<file path="src/rtl/fixed_point_accum.sv">
// fixed_point_accum: accumulates signed fixed-point beats into a per-frame sum.
// A frame ends on in_last or after FRAME_LEN beats; the result is then held
// until the downstream handshake completes.
// Optional feature macro: FXP_ACCUM_SAT_EN (saturating adds with a sticky
// out_sat flag). Without it, adds wrap modulo 2^ACC_W and out_sat is 0.
//
// Handshake rule for both ports: a transfer happens on a rising clock edge
// where valid and ready are both 1. The valid side holds its payload until
// that edge. in_ready depends only on state (never on in_valid); out_valid
// depends only on state (never on out_ready).
module fixed_point_accum #(
  parameter int DATA_W    = 8,
  parameter int FRAC_W    = 4,
  parameter int ACC_W     = 10,
  parameter int FRAME_LEN = 8,
  localparam int CNT_W    = $clog2(FRAME_LEN + 1)
) (
  input  logic               clock,
  input  logic               reset,
  input  logic               in_valid,
  output logic               in_ready,
  input  logic [DATA_W-1:0]  in_data,
  input  logic               in_last,
  output logic               out_valid,
  input  logic               out_ready,
  output logic [ACC_W-1:0]   out_data,
  output logic [CNT_W-1:0]   out_count,
  output logic               out_sat,
  output logic [1:0]         dbg_state
);

  typedef enum logic [1:0] {
    IDLE   = 2'd0,
    ACCUM  = 2'd1,
    OUTPUT = 2'd2
  } state_t;

  state_t             state, state_next;
  logic [ACC_W-1:0]   acc, acc_next;
  logic [CNT_W-1:0]   count, count_next;
  logic               sat, sat_next;

  // Input and output share the binary point, so the sample is only
  // sign-extended to the accumulator width; no shift is applied.
  logic [ACC_W-1:0]   in_ext;
  logic [ACC_W-1:0]   acc_sum;
  logic               sum_clamped;
  logic [CNT_W-1:0]   count_inc;
  logic               beat;

  assign in_ext = {{(ACC_W - DATA_W + 1){in_data[DATA_W-1]}}, in_data[DATA_W-2:0]};

`ifdef FXP_ACCUM_SAT_EN
  logic [ACC_W:0] sum_wide;

  // Saturating add: one guard bit detects overflow; clamp toward the sign of
  // the true result so accumulation continues from the clamped value.
  always_comb begin
    sum_wide    = {acc[ACC_W-1], acc} + {in_ext[ACC_W-1], in_ext};
    acc_sum     = sum_wide[ACC_W-1:0];
    sum_clamped = 1'b0;
    if (sum_wide[ACC_W] != sum_wide[ACC_W-1]) begin
      sum_clamped = 1'b1;
      acc_sum     = sum_wide[ACC_W] ? {1'b1, {(ACC_W-1){1'b0}}}
                                    : {1'b0, {(ACC_W-1){1'b1}}};
    end
  end
`else
  // Wrapping add: the carry out of the top bit is simply dropped.
  always_comb begin
    acc_sum     = acc + in_ext;
    sum_clamped = 1'b0;
  end
`endif

  assign beat      = in_valid & in_ready;
  assign count_inc = count + CNT_W'(1);

  // State register with asynchronous active-low reset; reset discards any
  // partial or pending frame.
  always_ff @(posedge clock or negedge reset) begin
    if (!reset) begin
      state <= IDLE;
      acc   <= '0;
      count <= '0;
      sat   <= 1'b0;
    end else begin
      state <= state_next;
      acc   <= acc_next;
      count <= count_next;
      sat   <= sat_next;
    end
  end

  // Next-state logic: load on the first beat, add on later beats, close the
  // frame on in_last or when the beat count reaches FRAME_LEN.
  always_comb begin
    state_next = state;
    acc_next   = acc;
    count_next = count;
    sat_next   = sat;
    unique case (state)
      IDLE: begin
        if (beat) begin
          acc_next   = in_ext;
          count_next = CNT_W'(1);
          sat_next   = 1'b0;
          if (in_last || (CNT_W'(1) == CNT_W'(FRAME_LEN))) state_next = OUTPUT;
          else                                              state_next = ACCUM;
        end
      end
      ACCUM: begin
        if (beat) begin
          acc_next   = acc_sum;
          count_next = count_inc;
          sat_next   = sat | sum_clamped;
          if (in_last || (count_inc == CNT_W'(FRAME_LEN))) state_next = OUTPUT;
        end
      end
      OUTPUT: begin
        if (out_ready) state_next = IDLE;
      end
      default: begin
        state_next = IDLE;
      end
    endcase
  end

  // Output decode: results are visible only while out_valid is high and are
  // forced to zero otherwise.
  always_comb begin
    in_ready  = (state != OUTPUT);
    out_valid = (state == OUTPUT);
    out_data  = out_valid ? acc : '0;
    out_count = out_valid ? count : '0;
`ifdef FXP_ACCUM_SAT_EN
    out_sat   = out_valid ? sat : 1'b0;
`else
    out_sat   = 1'b0;
`endif
    dbg_state = state;
  end

endmodule

</file>
<file path="config.mk">
export PLATFORM = sky130hd
export DESIGN_NAME = fixed_point_accum
export DESIGN_NICKNAME = d
export VERILOG_FILES = /design/src/rtl/fixed_point_accum.sv
export SDC_FILE = /design/constraint.sdc
export NUM_CORES = 1
export LEC_CHECK = 0
export CORE_UTILIZATION = 42
export DETAILED_ROUTE_END_ITERATION = 10
export GPL_TIMING_DRIVEN = 0
export PLACE_DENSITY_LB_ADDON = 0.12
export RECOVER_POWER = 25
export SYNTH_ARGS = -nofsm -noshare
export SYNTH_HDL_FRONTEND = slang
export SYNTH_SLANG_ARGS = --single-unit
</file>
<file path="constraint.sdc">
create_clock -name clock -period 4.7 [get_ports clock]
set_input_delay 0.94 -clock clock [delete_from_list [all_inputs] [get_ports clock]]
set_output_delay 0.94 -clock clock [all_outputs]
set_load 0.05 [all_outputs]
</file>
==> impl_metrics.csv, run 1 <==
group,metric,value,unit
cts,htree_levels,1,
routing,highest_layer,"met4",
critical_path,cp.arrival,2.49,ns
cts,cts_buffer_depth,2,
cts,cts.sinks,16,
routing,drc_errors,0,
hold_path,holdCritStartpoint,"acc[0]",
final_layout,area_delta_synth_final,28.38,%
sta,fin_skew,0.003363,ns
critical_path,path_cells,"nand2b_1, inv_1, clkbuf_1, and2_1, clkdlybuf4s50_1",
floorplan,die_y,58.30,um
hold_path,hold_path_class,"reg2reg",
cts,cts_hold_buf,0,
floorplan,die-area,0.003399,mm^2
critical_path,cpPeakStageDelay,0.80,ns
logic_synthesis,synth_warnings,0,
routing,routed-via-count,1235,
global_routing,grt_pass1_wl,5112,um
final_layout,final_net_count,211,
floorplan,dieWidth,58.30,um
critical_path,worstReg2RegStart,"acc[0]",
cts,numCtsBuffers,3,
sta,setup_violations,0,
job,cap_violations,0,
sta,timing.final.hold_violations,0,
sta,final-max-slew-violation-count,0,
place,io_buffers,30,
critical_path,rrSetupSlack,2.60,ns
cts,clock_latency,0.29,ns
critical_path,worst-path-buf-inv,3,
logic_synthesis,synthFlopType,"dfrtp_1",
global_routing,grt_max_degree,17,
routing,met3WireLength,110,um
logic_synthesis,syn-num-nets,176,
critical_path,worstSetupPathType,"reg2out",
critical_path,crit_slowest_cell,"clkdlybuf4s50_1",
routing,wl_met1,1365,um
routing,wl_per_cell,13.37,um
cts,cts_setup_buffers,0,
cts,cts_resized,0,
logic_synthesis,ys_types,39,
sta,finalSetupTns,0,ns
logic_synthesis,netlist_area,0.001331,mm^2
logic_synthesis,synth_edf_count,0,
routing,firstDrtPassIters,6,
routing,vias_per_cell,5.393,
floorplan,io_pins,32,
cts,cts.clk_slew.worst_paths,0.10,ns
critical_path,reg2reg_depth,7,
sta,fmax,291.9,MHz
hold_path,hold_end,"acc[0]",
logic_synthesis,synth_top_area_frac,0.3008,
logic_synthesis,ys_seq_area_frac,0.3008,
pwr,peakVddDrop,0.0002150,V
global_routing,overflow,0,
final_layout,post-route-util,0.5645,
sta,slew_headroom,0.4835,
critical_path,worst_setup_path_start_kind,"flip-flop",
sta,finalCritPeriodShare,0.7289,
global_routing,first_global_vias,1136,
sta,rsz0062_at_grt,"false",
routing,wl,3062,um
floorplan,core_area,0.003028,mm^2
global_routing,antenna_found_initial,0,
pwr,p_per_area,403.8,mW/mm^2
floorplan,rows,20,
place,routabilityCongestion,0.8192,
status,outcome,"completed",
cts,cts_tree,"built",
final_layout,diodes,0,
logic_synthesis,ys_ff_latch,16,
critical_path,critPathRequiredTime,3.76,ns
final_layout,fillers,284,
critical_path,endpoint_kind,"output pin",
critical_path,crit_fanout,10,
routing,met2WireLength,1552,um
logic_synthesis,synthMostInstantiatedCell,"nand2_1",
critical_path,rr_endpoint,"acc[8]",
place,dp_hpwl,2325,um
logic_synthesis,postSynthCellCount,152,
routing,drt_iter0_drc,54,
logic_synthesis,synthTopCellsByArea,"dfrtp_1 (30%), ha_1 (9.4%), mux2i_1 (8.3%)",
hold_path,holdPathStages,2,
logic_synthesis,synth.top_cells.by_count,"nand2_1 (18), dfrtp_1 (16), and2_1 (14)",
routing,detail-route-antenna-nets,0,
final_layout,regArea,400.4,um^2
sta,worst_pin_slew,0.7722,ns
sta,layout_min_cycle_time,3.426,ns
logic_synthesis,synth.avg_cell_area,8.758,um^2
logic_synthesis,async_flop_share,1.000,
final_layout,drive_gt1_frac,0.05405,
floorplan,initial_core_util,0.4397,
critical_path,cp_top_family,"buffers and inverters",
global_routing,grt_use_total,0.2012,
pwr,leakage,0.7457,nW
cts,cts-root-buf,"clkbuf_4",
final_layout,multi_input_area,882.1,um^2
logic_synthesis,yosys.area.top_type,"dfrtp_1",
layer usage:
metal,vias to the layer above,global-route usage
met2,27,0.3580
met3,4,0.05055
met1,592,0.2316
met5,-,0
li1,612,-
met4,0,0.07823
worst max path at each step:
stage	depth (start not counted)	slack (ns)	start	to
floorplan	4	1.30	dbg_state[1]	out_count[0]
global placement	5	1.60	dbg_state[0]	out_data[8]
detailed placement	5	1.58	dbg_state[0]	out_data[8]
CTS	5	1.24	dbg_state[0]	out_data[8]
global route	5	1.09	dbg_state[0]	out_data[8]
finish	5	1.27	dbg_state[0]	out_data[8]
power breakdown:
group	switching [mW]	internal, mW
combinational	0.230	0.168
sequential	0.0377	0.177
clock	0.0475	0.0298
worst min-delay path, stage by stage (launching register included):
cell and delay, ns:
dfrtp_1 0.37, nand2_1 0.06, o21ai_0 0.06
cell usage in the layout (no fill, tap or decap), drive strengths merged, types with 7 or more instances in the layout:
| cell | instances |
|---|---|
| and2 | 14 |
| nand2 | 18 |
| o21ai | 14 |
| clkdlybuf4s50 | 28 |
| clkbuf | 7 |
| ha | 10 |
| a21oi | 12 |
| mux2i | 11 |
| dfrtp | 16 |
cell families after synthesis:
| group | Yosys count | synth area share |
|---|---|---|
| adder cells (fa/ha/maj) | 11 | 0.1090 |
| AND/OR/NAND/NOR | 56 | 0.2293 |
| flip-flops | 16 | 0.3007 |
| AO/OA/AOI/OAI | 40 | 0.1993 |
| XOR/XNOR | 6 | 0.03948 |
| buffers and inverters | 11 | 0.03665 |
| multiplexers | 11 | 0.08271 |
| other | 1 | 0.002817 |
flip-flops by register name, indices dropped and copies added (netlist names):
| signal | cells |
|---|---|
| acc | 10 |
| count | 4 |
| dbg_state | 2 |
layout make-up:
cell class / count / share of cell area
multi-input cells: 125 / 0.5161
clock buffers: 3 / 0.01318
flip-flops and latches: 16 / 0.2343
well taps: 44 / 0.03221
plain buffers: 8 / 0.02196
inverters: 3 / 0.006589
repair buffers: 30 / 0.1757
per-stage QoR:
stage | setup slack [ns] | std cells | hold WS [ns] | area [um^2] | total power, mW
2_1_floorplan | 1.301 | 152 | 0.4672 | 1331 | 0.5160
3_3_place_gp | 1.600 | 226 | 0.4870 | 1687 | 0.6071
3_5_place_dp | 1.575 | 226 | 0.5041 | 1687 | 0.6179
4_1_cts | 1.240 | 229 | 0.5220 | 1709 | 0.6954
5_1_grt | 1.094 | 229 | 0.5525 | 1709 | 0.7480
6_report | 1.274 | 229 | 0.5245 | 1709 | 0.6902
(Power assumes the default switching activity.)
==> run 2, diff against run 1 <==
==> constraint.sdc (replaced) <==
create_clock -name clock -period 3.53 [get_ports clock]
set_input_delay 0.706 -clock clock [delete_from_list [all_inputs] [get_ports clock]]
set_output_delay 0.706 -clock clock [all_outputs]
set_load 0.05 [all_outputs]
==> results of run 2 <==
The final DEF is identical to that of run 1. Status: completed.
Among the figures that moved: setup slack after placement 1.575 ns -> 0.6392 ns; setup slack after layout 1.274 ns -> 0.3381 ns; register-to-register setup slack 2.60 ns -> 1.43 ns; total power 0.6902 mW -> 0.9190 mW; worst IR drop on VDD 0.0002150 V -> 0.0002863 V
